[config.mk]
export PLATFORM = sky130hd
export DESIGN_NAME = pipe_ctrl_flat
export DESIGN_NICKNAME = d
export VERILOG_FILES = /design/src/rtl/pipe_ctrl_if.sv /design/src/rtl/pipe_ctrl.sv /design/src/flat_wrapper.sv
export SDC_FILE = /design/constraint.sdc
export NUM_CORES = 1
export LEC_CHECK = 0
export BUFFER_PORTS_ARGS = -buffer_cell sky130_fd_sc_hd__buf_2
export CAP_MARGIN = 30
export CORE_MARGIN = 1
export CORE_UTILIZATION = 25
export CTS_CLUSTER_DIAMETER = 100
export CTS_CLUSTER_SIZE = 8
export DETAILED_ROUTE_END_ITERATION = 16
export PLACE_DENSITY_LB_ADDON = 0.25
export SKIP_CTS_REPAIR_TIMING = 1
export SLEW_MARGIN = 20
export SYNTH_ARGS = -nofsm -noshare
export SYNTH_HDL_FRONTEND = slang
export SYNTH_SLANG_ARGS = --single-unit
[constraint.sdc]
create_clock -name clk -period 5.8 [get_ports clk]
set_input_delay 0.29 -clock clk [delete_from_list [all_inputs] [get_ports clk]]
set_output_delay 0.29 -clock clk [all_outputs]
set_load 0.01 [all_outputs]
[src/rtl/pipe_ctrl_if.sv]
// rtl/pipe_ctrl_if.sv - stage status inputs and stall/bubble strobes between datapath and pipe_ctrl
interface pipe_ctrl_if;
    logic [3:0] d_icode;
    logic [3:0] d_srcA;
    logic [3:0] d_srcB;
    logic [3:0] e_icode;
    logic [3:0] e_dstM;
    logic       e_cnd;
    logic [3:0] m_icode;
    logic [2:0] m_stat;
    logic [2:0] w_stat;
    logic       w_valid;
    logic       mem_busy;
    logic       f_stall;
    logic       d_stall;
    logic       w_stall;
    logic       d_bubble;
    logic       e_bubble;
    logic       m_bubble;
    logic       set_cc;

    modport master (
        output d_icode, d_srcA, d_srcB, e_icode, e_dstM, e_cnd, m_icode,
               m_stat, w_stat, w_valid, mem_busy,
        input  f_stall, d_stall, w_stall, d_bubble, e_bubble, m_bubble, set_cc
    );

    modport slave (
        input  d_icode, d_srcA, d_srcB, e_icode, e_dstM, e_cnd, m_icode,
               m_stat, w_stat, w_valid, mem_busy,
        output f_stall, d_stall, w_stall, d_bubble, e_bubble, m_bubble, set_cc
    );
endinterface

[src/rtl/pipe_ctrl.sv]
// rtl/pipe_ctrl.sv - Y86 pipeline hazard control, RUN/HALTED status FSM and saturating perf counters
module pipe_ctrl #(
    parameter int CNT_W = 32
) (
    input  logic             clk,
    input  logic             rst,
    pipe_ctrl_if.slave       pif,
    output logic             halted,
    output logic [2:0]       cpu_stat,
    output logic [CNT_W-1:0] cycle_cnt,
    output logic [CNT_W-1:0] retire_cnt,
    output logic [CNT_W-1:0] stall_cnt
);
    localparam logic [3:0] I_MRMOVL = 4'h5;
    localparam logic [3:0] I_OPL    = 4'h6;
    localparam logic [3:0] I_JXX    = 4'h7;
    localparam logic [3:0] I_RET    = 4'h9;
    localparam logic [3:0] I_POPL   = 4'hB;
    localparam logic [3:0] R_NONE   = 4'hF;
    localparam logic [2:0] STAT_AOK = 3'd1;

    typedef enum logic {S_RUN, S_HALTED} state_t;

    state_t           state_q, state_d;
    logic [2:0]       cpu_stat_q, cpu_stat_d;
    logic [CNT_W-1:0] cycle_q, cycle_d;
    logic [CNT_W-1:0] retire_q, retire_d;
    logic [CNT_W-1:0] stall_q, stall_d;

    logic load_use, ret_pend, mispred, exc, w_bad, run;
    logic f_stall, d_stall, w_stall, d_bubble, e_bubble, m_bubble;

    function automatic logic [CNT_W-1:0] sat_inc(input logic [CNT_W-1:0] v, input logic en);
        return (en && v != {CNT_W{1'b1}}) ? v + {{(CNT_W-1){1'b0}}, 1'b1} : v;
    endfunction

    always_comb begin
        run      = (state_q == S_RUN);
        load_use = (pif.e_icode == I_MRMOVL || pif.e_icode == I_POPL) &&
                   pif.e_dstM != R_NONE &&
                   (pif.e_dstM == pif.d_srcA || pif.e_dstM == pif.d_srcB);
        ret_pend = (pif.d_icode == I_RET) || (pif.e_icode == I_RET) || (pif.m_icode == I_RET);
        mispred  = (pif.e_icode == I_JXX) && !pif.e_cnd;
        w_bad    = (pif.w_stat != STAT_AOK);
        exc      = (pif.m_stat != STAT_AOK) || w_bad;
    end

    always_comb begin
        f_stall  = 1'b0;
        d_stall  = 1'b0;
        w_stall  = 1'b0;
        d_bubble = 1'b0;
        e_bubble = 1'b0;
        m_bubble = 1'b0;
        if (rst) begin
            f_stall = 1'b0;
        end else if (!run) begin
            f_stall = 1'b1;
            d_stall = 1'b1;
            w_stall = 1'b1;
        end else if (pif.mem_busy) begin
            // freeze everything; the M bubble stops the stalled access from repeating
            f_stall  = 1'b1;
            d_stall  = 1'b1;
            w_stall  = 1'b1;
            m_bubble = 1'b1;
        end else begin
            if (load_use) begin
                f_stall  = 1'b1;
                d_stall  = 1'b1;
                e_bubble = 1'b1;
            end
            if (mispred) begin
                d_bubble = 1'b1;
                e_bubble = 1'b1;
            end
            // a mispredict redirects fetch, so the ret hold is dropped
            if (ret_pend && !load_use && !mispred) begin
                f_stall  = 1'b1;
                d_bubble = 1'b1;
            end
            if (exc)   m_bubble = 1'b1;
            if (w_bad) w_stall  = 1'b1;
            if (d_stall) d_bubble = 1'b0;
        end
    end

    assign pif.f_stall  = f_stall;
    assign pif.d_stall  = d_stall;
    assign pif.w_stall  = w_stall;
    assign pif.d_bubble = d_bubble;
    assign pif.e_bubble = e_bubble;
    assign pif.m_bubble = m_bubble;
    assign pif.set_cc   = !rst && run && (pif.e_icode == I_OPL) && !exc;

    always_comb begin
        state_d    = state_q;
        cpu_stat_d = cpu_stat_q;
        if (run && w_bad && !pif.mem_busy) begin
            state_d    = S_HALTED;
            cpu_stat_d = pif.w_stat;
        end
        cycle_d  = sat_inc(cycle_q, run);
        retire_d = sat_inc(retire_q, run && pif.w_valid && !w_bad && !pif.mem_busy);
        stall_d  = sat_inc(stall_q, run && (f_stall || d_bubble || e_bubble));
    end

    always_ff @(posedge clk) begin
        if (rst) begin
            state_q    <= S_RUN;
            cpu_stat_q <= STAT_AOK;
            cycle_q    <= '0;
            retire_q   <= '0;
            stall_q    <= '0;
        end else begin
            state_q    <= state_d;
            cpu_stat_q <= cpu_stat_d;
            cycle_q    <= cycle_d;
            retire_q   <= retire_d;
            stall_q    <= stall_d;
        end
    end

    assign halted     = (state_q == S_HALTED);
    assign cpu_stat   = cpu_stat_q;
    assign cycle_cnt  = cycle_q;
    assign retire_cnt = retire_q;
    assign stall_cnt  = stall_q;
endmodule

[src/flat_wrapper.sv]
// flat-port wrapper written by rule: the top's interface ports become plain ports
module pipe_ctrl_flat 
#(
    parameter int CNT_W = 32
)
  (clk, rst, halted, cpu_stat, cycle_cnt, retire_cnt, stall_cnt, pif_d_icode, pif_d_srcA, pif_d_srcB, pif_e_icode, pif_e_dstM, pif_e_cnd, pif_m_icode, pif_m_stat, pif_w_stat, pif_w_valid, pif_mem_busy, pif_f_stall, pif_d_stall, pif_w_stall, pif_d_bubble, pif_e_bubble, pif_m_bubble, pif_set_cc);
  pipe_ctrl_if pif_i ();
  input  logic clk;
  input  logic rst;
  output logic halted;
  output logic [2:0] cpu_stat;
  output logic [CNT_W-1:0] cycle_cnt;
  output logic [CNT_W-1:0] retire_cnt;
  output logic [CNT_W-1:0] stall_cnt;
  input wire logic [$bits(pif_i.d_icode)-1:0] pif_d_icode;
  input wire logic [$bits(pif_i.d_srcA)-1:0] pif_d_srcA;
  input wire logic [$bits(pif_i.d_srcB)-1:0] pif_d_srcB;
  input wire logic [$bits(pif_i.e_icode)-1:0] pif_e_icode;
  input wire logic [$bits(pif_i.e_dstM)-1:0] pif_e_dstM;
  input wire logic [$bits(pif_i.e_cnd)-1:0] pif_e_cnd;
  input wire logic [$bits(pif_i.m_icode)-1:0] pif_m_icode;
  input wire logic [$bits(pif_i.m_stat)-1:0] pif_m_stat;
  input wire logic [$bits(pif_i.w_stat)-1:0] pif_w_stat;
  input wire logic [$bits(pif_i.w_valid)-1:0] pif_w_valid;
  input wire logic [$bits(pif_i.mem_busy)-1:0] pif_mem_busy;
  output wire logic [$bits(pif_i.f_stall)-1:0] pif_f_stall;
  output wire logic [$bits(pif_i.d_stall)-1:0] pif_d_stall;
  output wire logic [$bits(pif_i.w_stall)-1:0] pif_w_stall;
  output wire logic [$bits(pif_i.d_bubble)-1:0] pif_d_bubble;
  output wire logic [$bits(pif_i.e_bubble)-1:0] pif_e_bubble;
  output wire logic [$bits(pif_i.m_bubble)-1:0] pif_m_bubble;
  output wire logic [$bits(pif_i.set_cc)-1:0] pif_set_cc;
  assign pif_i.d_icode = pif_d_icode;
  assign pif_i.d_srcA = pif_d_srcA;
  assign pif_i.d_srcB = pif_d_srcB;
  assign pif_i.e_icode = pif_e_icode;
  assign pif_i.e_dstM = pif_e_dstM;
  assign pif_i.e_cnd = pif_e_cnd;
  assign pif_i.m_icode = pif_m_icode;
  assign pif_i.m_stat = pif_m_stat;
  assign pif_i.w_stat = pif_w_stat;
  assign pif_i.w_valid = pif_w_valid;
  assign pif_i.mem_busy = pif_mem_busy;
  assign pif_f_stall = pif_i.f_stall;
  assign pif_d_stall = pif_i.d_stall;
  assign pif_w_stall = pif_i.w_stall;
  assign pif_d_bubble = pif_i.d_bubble;
  assign pif_e_bubble = pif_i.e_bubble;
  assign pif_m_bubble = pif_i.m_bubble;
  assign pif_set_cc = pif_i.set_cc;
  pipe_ctrl #(.CNT_W(CNT_W)) u_core (.clk(clk), .rst(rst), .pif(pif_i), .halted(halted), .cpu_stat(cpu_stat), .cycle_cnt(cycle_cnt), .retire_cnt(retire_cnt), .stall_cnt(stall_cnt));
endmodule
==> metrics.md, run 1 <==
| Metric | Value |
|---|---|
| Pre-CTS setup slack | `2900 ps` |
| GPL Wtd Cong | `0.787` |
| RSZ-0062 raised after global routing | `no` |
| Worst Path Max Fanout | `14` |
| Starting utilization of the core area | `25.9%` |
| Cell count after placement | `1021` |
| Setup total negative slack | `0 ps` |
| Minimum setup slack in the final design | `2850 ps` |
| Final #Nets | `801` |
| Kind of critical path | `flip-flop to flip-flop` |
| Commonest cells after routing, fill and taps aside | `buf_2 (140), dfxtp_1 (100), nor2_1 (89)` |
| R2r startpoint | `u_core.retire_cnt[0]` |
| Crit. End Element | `flip-flop` |
| Worst skew pair latency | `360 ps` |
| Cell with the largest stage delay on the worst path | `nand4_1` |
| Cell type with the highest occurrence count on the critical path | `nor4_1` |
| Non-Filler Instances | `1038` |
| Drt first-iter violations | `271` |
| # Max-Cap Violations | `0` |
| Layout area overhead | `24.2%` |
| Global Route Usage Sum | `14.1%` |
| Worst hold path startpoint | `pif_w_stat[0]` |
| Kind of start point of the critical path | `flip-flop` |
| Post-synth EDFFs | `0` |
| Share of synthesized flip-flops with an asynchronous set or reset | `0%` |
| Share of the yosys chip area belonging to registers | `37.8%` |
| Static power due to leakage | `2.55 nW` |
| Data required time at the worst endpoint | `6040 ps` |
| Core utilization of the finished layout | `32.1%` |
| Post-detailed-routing wire length | `15000 um` |
| Die span in y | `148 um` |
| Maximum clock path buffer count | `2` |
| Clock net sink count | `100` |
| Detailed-placement wirelength estimate | `10800 um` |
| Leftover overflow at the end of global routing | `0` |
| Proportion of layout cells with a drive suffix above 1 | `24.7%` |
| Hold/Removal Path Class | `input pin to flip-flop` |
| Count of final hold-check violations | `0` |
| DRC violations left | `0` |
| Die ar. | `21800 um^2` |
| Clock root buffer master | `clkbuf_16` |
| Largest net degree at the start of global routing | `70` |
| Die Wd | `148 um` |
| Peak supply drop | `0.123 mV` |
| Post-route minimum period | `2950 ps` |
| Remaining max-slew budget at the tightest pin | `49.7%` |
| Gate count after technology mapping | `636` |
| Cts bufs inserted | `9` |
| # IOs | `142` |
| Max frequency | `339 MHz` |
| Most common cell after layout, fill and taps aside | `buf_2` |
| Launch point of the worst path | `u_core.retire_cnt[0]` |
| Standard-cell row count | `52` |
| Clock Pin Slew Worst Setup and Hold Paths | `70 ps` |
| ANT cells | `0` |
| Worst-margin pin slew | `753 ps` |
| Wire length per cell | `14.5 um` |
| Power per standard cell area | `224 nW/um^2` |
| Number of routed nets with antenna violations | `0` |
| Status | `complete, no violations` |
| Number of antenna violations at the first check in global routing | `1` |
| Input/output buffers | `141` |
| Largest stage delay, worst path | `620 ps` |
| Maximum level of the CTS H-tree | `3` |
| Syn Area/Cell | `8.34 um^2` |
| Via count of the first global-routing pass | `4545` |
| Post-synthesis net count | `674` |
| Seq cells post-synth | `100` |
| Layout Skew | `7.68 ps` |
| Period utilization | `50.9%` |
| Placed Area | `6250 um^2` |
| Number of setup violations in the final report | `0` |
| Number of slew-limit violations in the final report | `0` |
| Post-route standard cell area excluding fillers | `6590 um^2` |
| Core Area | `20500 um^2` |
| CP Cell Sequence | `ha_1, inv_1, nor4_1, nand4_1, nand2_1, nor4_1, mux2_2` |
| Netlist Area Pre-Place | `5300 um^2` |
| Post-DR vias/cell | `4.90` |
| Endpoint arrival time on the critical path | `3200 ps` |
| Number of vias after detailed routing | `5087` |
| Wire length of the first global-routing pass | `24500 um` |
| Most common flop cell mapped by yosys | `dfxtp_1` |
| Synthesis Warnings | `0` |
| Number of distinct library cell variants in the gate-level netlist after synthesis | `56` |
| Detailed-router iteration count before antenna repair | `4` |
| TritonCTS clock tree | `yes` |
## power by group
part           total (mW)  switching, mW  internal (mW)
Clock               0.674          0.284          0.390
Sequential          0.700        0.00831          0.692
Combinational      0.0993         0.0619         0.0374
Total                1.47          0.354           1.12
## state kept, by name, summed over array words and instances (netlist names)
register / flops
u_core.cpu_stat: 3
u_core.cycle_cnt: 32
u_core.halted: 1
u_core.retire_cnt: 32
u_core.stall_cnt: 32
## critical path: cells and delay by family, from the launching register on
kind                       cells  cell delay (ps)
DFF                            1              460
muxes                          1              280
buffers and inverters          1               80
adders and majority gates      1              270
and+or+nand+nor                4             1760
## cells by family after synthesis
group | synth area share (%)
compound gates | 12.0
xor+xnor | 9.08
fa+ha+maj | 0.708
buf+inv | 3.26
flops | 37.8
mux | 1.65
simple gates | 35.6
## per-stage QoR
step	total power [mW]	hold slack, ps
after floorplan	0.775	434
after global routing	1.54	234
after CTS	1.50	189
final	1.47	200
after global placement	0.813	450
after detailed placement	0.816	466
## layout make-up
class                           count  area (um^2)
Clock buffer                       10          239
Clock inverter                      6         86.3
Fill cell                        2210        13900
Inverter                            9         33.8
Multi-Input combinational cell    498         3130
Sequential cell                   100         2000
Tap cell                          270          338
Timing Repair Buffer              145          753
## worst paths after layout
path	to	slack, ps	cells past startpoint
worst max-delay path	u_core.retire_cnt[17]	2850	7
worst min register to register	u_core.cpu_stat[0]	480	2
worst min-delay path	u_core.cpu_stat[0]	200	3
worst max register to register	u_core.retire_cnt[17]	2850	7
## layer usage
| metal | GRT usage, % | vias to the layer above | share of wire, % |
|---|---|---|---|
| met1 | 19.6 | 2350 | 49 |
| met2 | 20.9 | 115 | 44 |
| li1 | - | 2605 | - |
| met3 | 3.73 | 15 | 5.3 |
| met5 | 0 | - | 0.067 |
| met4 | 4.69 | 2 | 1.6 |
## cells in the mapped netlist (3+ instances only)
cell	number	area [um^2]
inv_1	9	33.8
o211ai_1	7	52.6
or4b_1	4	40.0
mux2_2	6	67.6
a21oi_1	31	155
xnor2_1	21	184
nor3_1	11	55.1
o31ai_1	19	143
nor3_2	3	30.0
o41ai_1	9	78.8
a31oi_1	3	18.8
ha_1	3	37.5
buf_2	6	30.0
or2_2	9	56.3
and2_1	5	31.3
o311ai_0	5	43.8
and4_1	11	96.3
nor3b_1	5	37.5
nand3_1	35	175
o21ai_0	10	50.1
clkbuf_1	19	71.3
or2_1	3	18.8
dfxtp_1	100	2000
nand2_1	48	180
nor4bb_1	3	30.0
xor2_1	34	298
nand4_2	4	50.1
and3_1	15	93.8
nor2b_1	6	37.5
or4_1	14	105
nor2_1	89	334
nor4_1	13	81.3
nand4_1	34	213
or3_1	11	68.8
nor3_4	3	48.8
Power figures use the tool's default switching activity.
==> run 2: changes to the inputs <==
Settings changed: ABC_AREA set to 1.
Clock period 5.8 ns to 2.95 ns, I/O delays scaled along.
==> metrics.md, run 2 <==
| Metric | Value |
|---|---|
| Hold/Removal Path Class | `input pin to flip-flop` |
| ANT cells | `0` |
| Netlist Area Pre-Place | `6110 um^2` |
| Number of setup violations in the final report | `0` |
| Post-synthesis share of cell area spent on xor and xnor gates | `6.60%` |
| Most common flop cell mapped by yosys | `dfxtp_1` |
| Die span in y | `158 um` |
| Final #Nets | `1135` |
| Cell with the most instances after synthesis | `nand2_1` |
| Die Wd | `158 um` |
| Layout Skew | `14.4 ps` |
| Minimum setup slack in the final design | `712 ps` |
| Worst skew pair latency | `360 ps` |
| DRC violations left | `0` |
| Synthesis Warnings | `0` |
| Cts bufs inserted | `9` |
| Largest stage delay, worst path | `510 ps` |
| Post-synthesis net count | `1005` |
| Number of distinct library cell variants in the gate-level netlist after synthesis | `37` |
| Global Route Usage Sum | `15.8%` |
| Number of vias after detailed routing | `6534` |
| Number of routed nets with antenna violations | `0` |
| Clock Pin Slew Worst Setup and Hold Paths | `70 ps` |
| Drt first-iter violations | `377` |
| Count of final hold-check violations | `0` |
| Via count of the first global-routing pass | `6159` |
| Seq cells post-synth | `100` |
| Maximum level of the CTS H-tree | `3` |
| Launch point of the worst path | `u_core.stall_cnt[1]` |
| Setup total negative slack | `0 ps` |
| Crit. End Element | `flip-flop` |
| Core Area | `23700 um^2` |
| GPL Wtd Cong | `0.896` |
| Share of the yosys chip area belonging to registers | `32.8%` |
| Worst hold path startpoint | `pif_w_stat[2]` |
| Max frequency | `447 MHz` |
| Most common cell after layout, fill and taps aside | `nand2_1` |
| Ranking of synthesized cells by instance count | `nand2_1 (265), nor2_1 (128), dfxtp_1 (100)` |
| Share of synthesized flip-flops with an asynchronous set or reset | `0%` |
| Kind of start point of the critical path | `flip-flop` |
| Wire length per cell | `13.5 um` |
| Number of antenna violations at the first check in global routing | `0` |
| TritonCTS clock tree | `yes` |
| Pre-CTS setup slack | `749 ps` |
| Leading post-synthesis cells by cell area | `dfxtp_1 (33%), nand2_1 (16%), nor2_1 (7.9%)` |
| Status | `complete, no violations` |
| Die ar. | `25100 um^2` |
| Static power due to leakage | `2.95 nW` |
| Area share of the largest cell type after synthesis | `32.8%` |
| CP delay by family, top | `simple AND/OR/NAND/NOR gates` |
| Endpoint arrival time on the critical path | `2510 ps` |
| Gate count after technology mapping | `967` |
| Wire length of the first global-routing pass | `31200 um` |
| Commonest cells after routing, fill and taps aside | `nand2_1 (265), buf_2 (141), nor2_1 (128)` |
| Kind of critical path | `flip-flop to flip-flop` |
| Maximum clock path buffer count | `2` |
| Remaining max-slew budget at the tightest pin | `52.6%` |
| Cell with the largest stage delay on the worst path | `nand3_2` |
| Compound-Gate Fraction of Synth Area | `10.6%` |
| Largest family of logic cells by synthesized area | `simple AND/OR/NAND/NOR gates` |
| Clock net sink count | `100` |
| Power per standard cell area | `380 nW/um^2` |
| Standard-cell row count | `56` |
| RSZ-0062 raised after global routing | `no` |
| Syn Area/Cell | `6.31 um^2` |
| Proportion of layout cells with a drive suffix above 1 | `17.6%` |
| Sum of buffers and inverters on the critical path | `0` |
| Detailed-placement wirelength estimate | `14400 um` |
| Detailed-router iteration count before antenna repair | `4` |
| # IOs | `142` |
| Largest net degree at the start of global routing | `60` |
| Post-synth EDFFs | `0` |
| R2r startpoint | `u_core.stall_cnt[1]` |
| Simple-gate portion of the synthesized area | `40.3%` |
| Post-route minimum period | `2240 ps` |
| Adder-cell area share of the yosys netlist | `0.615%` |
| Layout area overhead | `21.6%` |
| Worst-margin pin slew | `710 ps` |
| Number of slew-limit violations in the final report | `0` |
| Input/output buffers | `141` |
| # Max-Cap Violations | `0` |
| Starting utilization of the core area | `25.8%` |
| Data required time at the worst endpoint | `3220 ps` |
| Cell type with the largest total area after synthesis | `dfxtp_1` |
| Mux share of post-synthesis cell area | `0%` |
| Leftover overflow at the end of global routing | `0` |
| Peak supply drop | `0.241 mV` |
| Clock root buffer master | `clkbuf_16` |
| Post-DR vias/cell | `4.60` |
| Period utilization | `75.9%` |
| Post-detailed-routing wire length | `19200 um` |
| Worst Path Max Fanout | `32` |
| CP Cell Sequence | `ha_1, nand2_2, nor2_4, nand4_1, nor3_2, nand4_2, nand3_2, nand2_1, a21oi_1` |
-- run 2: logic make-up (layout without fill, tap and decap cells) --
logic type,Yosys count,in the layout
fa+ha+maj,3,3
simple gates,555,555
compound gates,122,122
xor+xnor,46,46
buf+inv,141,276
flops,100,100
-- run 2: path summary, 6_finish.rpt --
| path | endpoint | slack [ps] | cells past startpoint |
|---|---|---|---|
| setup reg to reg | u_core.stall_cnt[22] | 710 | 9 |
| hold reg to reg | u_core.cpu_stat[2] | 460 | 2 |
| hold / removal | u_core.cpu_stat[2] | 70 | 3 |
| setup / recovery | u_core.stall_cnt[22] | 710 | 9 |
-- run 2: routing by layer --
metal	routed length, um	vias up	global-route usage [%]
li1	-	3421	-
met5	0	-	0
met4	275	0	4.49
met2	9040	124	26.6
met1	9090	2971	20.4
met3	825	18	3.02
-- run 2: cell type report --
class	instances	area, um^2
well taps	319	399
inverters	111	417
clock buffers	10	239
multi-input cells	726	3540
fillers	2713	16300
repair buffers	149	766
flip-flops and latches	100	2000
clock inverters	6	55.1
-- run 2: power breakdown --
group	switching (mW)	internal, mW
logic	0.171	0.0724
clock network	0.585	0.615
registers	0.0123	1.36
-- run 2: per-stage QoR --
| stage | utilization, % | std cells | total power, mW | hold slack (ps) | instance area [um^2] |
|---|---|---|---|---|---|
| after floorplan | - | 967 | 1.56 | 296 | 6110 |
| after global placement | 30.1 | 1405 | 1.65 | 424 | 7130 |
| after detailed placement | 30.1 | 1405 | 1.65 | 427 | 7130 |
| after CTS | 31.3 | 1421 | 2.88 | 46.3 | 7420 |
| after global routing | 31.3 | 1421 | 2.96 | 67.2 | 7420 |
| final | 31.3 | 1421 | 2.82 | 67.6 | 7420 |
-- run 2: worst min-delay path, cell delays in order --
cell     delay, ps
buf_2          100
nand2_1         60
a21oi_1         60
